### config.mk
export PLATFORM = sky130hd
export DESIGN_NAME = pci_target_seq
export DESIGN_NICKNAME = d
export VERILOG_FILES = /design/src/rtl/pci_target_pkg.sv /design/src/rtl/pci_target_seq.sv
export SDC_FILE = /design/constraint.sdc
export NUM_CORES = 1
export LEC_CHECK = 0
export ABC_CLOCK_PERIOD_IN_PS = 4990
export CAP_MARGIN = 15
export CORE_MARGIN = 2
export CORE_UTILIZATION = 45
export CTS_CLUSTER_SIZE = 16
export DETAILED_ROUTE_END_ITERATION = 8
export PLACE_DENSITY = 0.85
export SKIP_LAST_GASP = 1
export SYNTH_ARGS = -nofsm -noshare
export SYNTH_HDL_FRONTEND = slang
export SYNTH_SLANG_ARGS = --single-unit
### constraint.sdc
create_clock -name CLK -period 4.99 [get_ports CLK]
set_input_delay 0.499 -clock CLK [delete_from_list [all_inputs] [get_ports CLK]]
set_output_delay 0.499 -clock CLK [all_outputs]
set_load 0.1 [all_outputs]
### src/rtl/pci_target_pkg.sv
// pci_target_pkg: shared constants for the PCI target-side sequencer.
//   - FSM state encodings (IDLE..TURN)
//   - PCI memory command codes on C/BE#
//   - default address-to-data-phase retry limit (PCI 16-clock rule)
package pci_target_pkg;

  localparam logic [2:0] ST_IDLE  = 3'd0;
  localparam logic [2:0] ST_CLAIM = 3'd1;
  localparam logic [2:0] ST_WAIT  = 3'd2;
  localparam logic [2:0] ST_XFER  = 3'd3;
  localparam logic [2:0] ST_STOPW = 3'd4;
  localparam logic [2:0] ST_TURN  = 3'd5;

  localparam logic [3:0] CMD_MEMRD = 4'b0110;
  localparam logic [3:0] CMD_MEMWR = 4'b0111;

  localparam int unsigned RETRY_LIMIT_DEF = 16;

  // True for the two commands this target claims.
  function automatic logic is_mem_cmd(input logic [3:0] cbe);
    return (cbe == CMD_MEMRD) || (cbe == CMD_MEMWR);
  endfunction

endpackage

### src/rtl/pci_target_seq.sv
// pci_target_seq: PCI target sequencer for the AmigaPCI bridge.
// Claims memory cycles hitting the Amiga window, forwards each as one local
// request, and drives DEVSEL#/TRDY#/STOP# plus AD latch/direction controls.
// Single data phase only: bursts are disconnected with data, a slow local
// side is retried after RETRY_LIMIT clocks.
//
// Ports:
//   CLK, RESET           clock, asynchronous active-high reset
//   FRAMEn, IRDYn        initiator handshake (synchronised externally)
//   AD_IN, CBEn          address/data and command/byte-enable inputs
//   DEVSELn, TRDYn,
//   STOPn, CTRL_OE       target control values and their output enable
//   AD_OE                drive AD with read data
//   ALATCH, ADLATCH      address / write-data capture pulses
//   LOC_REQ, LOC_WRITE,
//   LOC_BE, LOC_ACK      local-side request interface
//
// Optional macro PCI_TARGET_PAR_EN adds RD_DATA (in), PAR and PAR_OE (out):
// read-data parity driven one clock after each read transfer.
module pci_target_seq
  import pci_target_pkg::*;
#(
  parameter int unsigned           BAR_BITS    = 8,
  parameter logic [BAR_BITS-1:0]   BASE        = BAR_BITS'(8'h40),
  parameter int unsigned           RETRY_LIMIT = RETRY_LIMIT_DEF
) (
  input  logic        CLK,
  input  logic        RESET,
  input  logic        FRAMEn,
  input  logic        IRDYn,
  input  logic [31:0] AD_IN,
  input  logic [3:0]  CBEn,
  output logic        DEVSELn,
  output logic        TRDYn,
  output logic        STOPn,
  output logic        CTRL_OE,
  output logic        AD_OE,
  output logic        ALATCH,
  output logic        ADLATCH,
  output logic        LOC_REQ,
  output logic        LOC_WRITE,
  output logic [3:0]  LOC_BE,
  input  logic        LOC_ACK
`ifdef PCI_TARGET_PAR_EN
  ,
  input  logic [31:0] RD_DATA,
  output logic        PAR,
  output logic        PAR_OE
`endif
);

  localparam int unsigned CNT_W = $clog2(RETRY_LIMIT + 1);

  logic [2:0]       state, state_nxt;
  logic [CNT_W-1:0] cnt, cnt_nxt;
  logic             frame_q;
  logic             addr_phase;

  logic             devsel_nxt, trdy_nxt, stop_nxt, ctrl_oe_nxt, ad_oe_nxt;
  logic             alatch_nxt, adlatch_nxt, loc_req_nxt, loc_write_nxt;
  logic [3:0]       loc_be_nxt;
  logic             xfer_edge;

  // Address bits below the window compare are not used by the sequencer.
  logic unused_ad;
  assign unused_ad = ^AD_IN[31-BAR_BITS:0];

  // Falling FRAME# with a window hit and a memory command.
  assign addr_phase = !FRAMEn && frame_q &&
                      (AD_IN[31 -: BAR_BITS] == BASE) && is_mem_cmd(CBEn);

  // Data moves on an edge where both ready strobes are low.
  assign xfer_edge = (state == ST_XFER) && !IRDYn && !TRDYn;

  // Next-state and next-output decode.
  always_comb begin
    state_nxt     = state;
    cnt_nxt       = cnt;
    devsel_nxt    = DEVSELn;
    trdy_nxt      = TRDYn;
    stop_nxt      = STOPn;
    ctrl_oe_nxt   = CTRL_OE;
    ad_oe_nxt     = AD_OE;
    alatch_nxt    = 1'b0;
    adlatch_nxt   = 1'b0;
    loc_req_nxt   = LOC_REQ;
    loc_write_nxt = LOC_WRITE;
    loc_be_nxt    = LOC_BE;

    case (state)
      ST_IDLE: begin
        cnt_nxt = '0;
        if (addr_phase) begin
          alatch_nxt    = 1'b1;
          loc_write_nxt = CBEn[0];
          // Count is 1 after E0, so its value at edge Ek equals k.
          cnt_nxt       = CNT_W'(1);
          state_nxt     = ST_CLAIM;
        end
      end

      ST_CLAIM: begin
        devsel_nxt  = 1'b0;
        ctrl_oe_nxt = 1'b1;
        loc_req_nxt = 1'b1;
        loc_be_nxt  = ~CBEn;
        cnt_nxt     = cnt + CNT_W'(1);
        state_nxt   = ST_WAIT;
      end

      ST_WAIT: begin
        cnt_nxt = cnt + CNT_W'(1);
        if (LOC_ACK) begin
          // Ack beats the retry limit; a still-low FRAME# means burst,
          // so disconnect with data.
          loc_req_nxt = 1'b0;
          trdy_nxt    = 1'b0;
          ad_oe_nxt   = !LOC_WRITE;
          stop_nxt    = FRAMEn;
          state_nxt   = ST_XFER;
        end else if (cnt == CNT_W'(RETRY_LIMIT)) begin
          stop_nxt    = 1'b0;
          trdy_nxt    = 1'b1;
          loc_req_nxt = 1'b0;
          state_nxt   = ST_STOPW;
        end else if (FRAMEn && IRDYn) begin
          loc_req_nxt = 1'b0;
          devsel_nxt  = 1'b1;
          trdy_nxt    = 1'b1;
          stop_nxt    = 1'b1;
          state_nxt   = ST_TURN;
        end
      end

      ST_XFER: begin
        if (xfer_edge) begin
          adlatch_nxt = LOC_WRITE;
          trdy_nxt    = 1'b1;
          ad_oe_nxt   = 1'b0;
          if (FRAMEn) begin
            devsel_nxt = 1'b1;
            stop_nxt   = 1'b1;
            state_nxt  = ST_TURN;
          end else begin
            stop_nxt   = 1'b0;
            state_nxt  = ST_STOPW;
          end
        end
      end

      ST_STOPW: begin
        if (FRAMEn) begin
          devsel_nxt = 1'b1;
          trdy_nxt   = 1'b1;
          stop_nxt   = 1'b1;
          state_nxt  = ST_TURN;
        end
      end

      ST_TURN: begin
        // Controls were driven high on entry; release them now.
        ctrl_oe_nxt = 1'b0;
        state_nxt   = ST_IDLE;
      end

      default: begin
        state_nxt = ST_IDLE;
      end
    endcase
  end

  // State, counter and registered outputs.
  always_ff @(posedge CLK or posedge RESET) begin
    if (RESET) begin
      state     <= ST_IDLE;
      cnt       <= '0;
      frame_q   <= 1'b1;
      DEVSELn   <= 1'b1;
      TRDYn     <= 1'b1;
      STOPn     <= 1'b1;
      CTRL_OE   <= 1'b0;
      AD_OE     <= 1'b0;
      ALATCH    <= 1'b0;
      ADLATCH   <= 1'b0;
      LOC_REQ   <= 1'b0;
      LOC_WRITE <= 1'b0;
      LOC_BE    <= 4'h0;
    end else begin
      state     <= state_nxt;
      cnt       <= cnt_nxt;
      frame_q   <= FRAMEn;
      DEVSELn   <= devsel_nxt;
      TRDYn     <= trdy_nxt;
      STOPn     <= stop_nxt;
      CTRL_OE   <= ctrl_oe_nxt;
      AD_OE     <= ad_oe_nxt;
      ALATCH    <= alatch_nxt;
      ADLATCH   <= adlatch_nxt;
      LOC_REQ   <= loc_req_nxt;
      LOC_WRITE <= loc_write_nxt;
      LOC_BE    <= loc_be_nxt;
    end
  end

`ifdef PCI_TARGET_PAR_EN
  // Parity over read data and byte enables, one clock after the read transfer.
  always_ff @(posedge CLK or posedge RESET) begin
    if (RESET) begin
      PAR    <= 1'b0;
      PAR_OE <= 1'b0;
    end else if (xfer_edge && !LOC_WRITE) begin
      PAR    <= ^{RD_DATA, CBEn};
      PAR_OE <= 1'b1;
    end else begin
      PAR    <= 1'b0;
      PAR_OE <= 1'b0;
    end
  end
`endif

endmodule

==> flow_summary.json <==
{
  "grt_pass1_vias": 1031,
  "tritoncts": "yes",
  "cts_htree_levels": 1,
  "vias": 1065,
  "fin_crit_sh": 0.509,
  "powerDensity_nw_per_um2": 752,
  "synth.area.top_cells": "dfrtp_1, dfstp_2, nand2_1",
  "die_h_um": 56.3,
  "cts_post_setup_buffers_inserted": 0,
  "detail-route-antenna-nets": 0,
  "largest-register": "cnt",
  "die_x_um": 56.3,
  "yosysWarnings": 0,
  "gr-total-overflow": 0,
  "worst_clock_skew_ps": 11.6,
  "cp-end-kind": "primary output",
  "ys_ff_latch": 22,
  "worst-slew-pin-transition_ps": 971,
  "largestRegisters": "cnt x5, LOC_BE x4, state x3",
  "syn-num-nets": 176,
  "clk_pin_slew_ps": 130,
  "yosysTopAreaCellShare": 0.367,
  "path_cells": "clkdlybuf4s50_1",
  "cts_buffer_depth": 2,
  "insertedDiodeCount": 0,
  "min_period_ps": 2540,
  "total_power_mw": 1.18,
  "vdd_ir_drop_max_mv": 0.612,
  "num_rows": 18,
  "antenna_found_initial": 0,
  "hold_buffers": 0,
  "clockRootBuffer": "clkbuf_4",
  "largest_reg_flops": 5,
  "hold_violations": 0,
  "relSlewSlack": 0.351,
  "synth_area_per_cell_um2": 9.24,
  "cts-resized-gates": 0,
  "critical_path.top_delay_family": "buffers and inverters",
  "grt_max_degree": 23,
  "port_buffers": 29,
  "yosysTopAreaCell": "dfrtp_1",
  "cp_num_buf_inv": 1,
  "area_delta_synth_final_pct": 27.6,
  "hp-class": "reg -> reg",
  "worstHoldPathCells": 2,
  "crit_type": "reg -> out",
  "drtIter0Drc": 28,
  "status": "finished, final reports clean",
  "cpPeakStageDelay_ps": 1140,
  "start_util": 0.487,
  "worstSetupPathDepth": 1,
  "layout.nets": 201,
  "cts_buffers": 3,
  "grt_pass1_wl_um": 4760,
  "drive_above_1_share": 0.102,
  "place_congestion": 0.879,
  "synth-main-ff-cell": "dfrtp_1",
  "final.setup.tns_ps": 0,
  "post-dp-hpwl_um": 2080,
  "worstPathMaxFanout": 6,
  "routed_via_density": 5.70,
  "setup_violations": 0,
  "core_um2": 2520,
  "synth.cell_area_um2": 1230,
  "drc": 0,
  "die_area_um2": 3160,
  "synth_edf_count": 0,
  "drv_slew": 0,
  "power.leakage_nw": 0.669,
  "clkSinkCount": 22,
  "insertion_delay_ps": 310,
  "top_level_ports": 54,
  "drv_cap": 0,
  "critical_path.startpoint_type": "register",
  "ys_types": 47,
  "synth_cells": 133,
  "max_freq_ghz": 0.394,
  "wl_per_cell_um": 14.6,
  "yosysSeqAreaShare": 0.452,
  "rsz0062_at_grt": "false",
  "cp.required_ps": 4490,
  "drt-total-wl_um": 2720,
  "slowest_stage": "clkdlybuf4s50_1",
  "reg2reg_depth": 4,
  "first_pass_iters": 4,
  "grt.total_usage": 0.191,
  "async_reset_ff_frac": 1.00,
  "arrival_ps": 2040
}
cells in the mapped netlist, drive strengths merged (2+ instances only):
cell type  number
dfrtp          18
nand2          13
nor2           10
inv             8
a21oi           7
o21ai           7
clkbuf          6
nand2b          6
nand3           6
dfstp           4
nor4            4
buf             3
a21o            2
a221oi          2
and3            2
ha              2
nand4           2
nand4b          2
nor3            2
o211ai          2
or2             2
cell usage in the layout (no fill, tap or decap), types with 2 or more instances in the layout:
| cell | count |
|---|---|
| a21o_1 | 2 |
| a21oi_1 | 7 |
| a221oi_1 | 2 |
| and3_1 | 2 |
| clkbuf_4 | 3 |
| clkdlybuf4s50_1 | 29 |
| dfrtp_1 | 18 |
| dfstp_2 | 4 |
| ha_1 | 2 |
| inv_1 | 8 |
| nand2_1 | 13 |
| nand2b_1 | 6 |
| nand3_1 | 5 |
| nand4_1 | 2 |
| nand4b_1 | 2 |
| nor2_1 | 10 |
| nor3_1 | 2 |
| nor4_1 | 3 |
| o211ai_1 | 2 |
| o21ai_0 | 7 |
| or2_2 | 2 |
per-layer routing:
layer	global-route usage	share of wire	wire length, um	vias to the layer above
met5	0	0	0	-
met1	0.264	0.46	1260	494
met2	0.281	0.46	1260	30
met4	0.0918	0.026	72	0
li1	-	-	-	533
met3	0.0438	0.049	133	8
worst min-delay path: stages, from the launching register on:
cell	delay, ps
dfrtp_1	360
nand2_1	50
o21ai_0	60
power by group:
part           internal [mW]  switching [mW]  total, mW
Sequential             0.254           0.102      0.356
Combinational          0.218           0.469      0.687
Clock                 0.0812          0.0552      0.136
cell type report:
class	count	area (um2)
tap	30	37.5
clock buffer	3	22.5
fill	224	955
inverter	8	30.0
sequential	22	556
clock inverter	1	30.0
multi-input combinational	94	602
timing repair buffer	29	290
kinds of logic after synthesis:
logic type | count (synthesis) | synth area share
multiplexers | 1 | 0.00916
AO/OA/AOI/OAI | 35 | 0.204
adder cells (fa/ha/maj) | 3 | 0.0285
AND/OR/NAND/NOR | 55 | 0.248
flip-flops | 22 | 0.452
buffers and inverters | 17 | 0.0580
path summary, 6_finish.rpt:
path	from	end	slack, ps
max	TRDYn$_DFFE_PP1P_	TRDYn	2450
min	LOC_BE[3]$_DFFE_PP0N_	LOC_BE[3]$_DFFE_PP0N_	500
max in group asynchronous	RESET	CTRL_OE$_DFFE_PP0P_	3870
max reg2reg	state[1]$_DFFE_PP0P_	state[0]$_DFFE_PP0P_	2870
min in group asynchronous	RESET	state[1]$_DFFE_PP0P_	620
min reg2reg	LOC_BE[3]$_DFFE_PP0N_	LOC_BE[3]$_DFFE_PP0N_	500
per-stage QoR:
step	setup slack, ps	instances	cell area, um2	util	hold slack [ps]
floorplan	3340	133	1230	-	485
global placement	2660	183	1520	0.601	464
detailed placement	2640	183	1520	0.601	472
CTS	2430	187	1570	0.622	501
global route	2370	187	1570	0.622	533
finish	2450	187	1570	0.622	498
(Power assumes the default switching activity.)
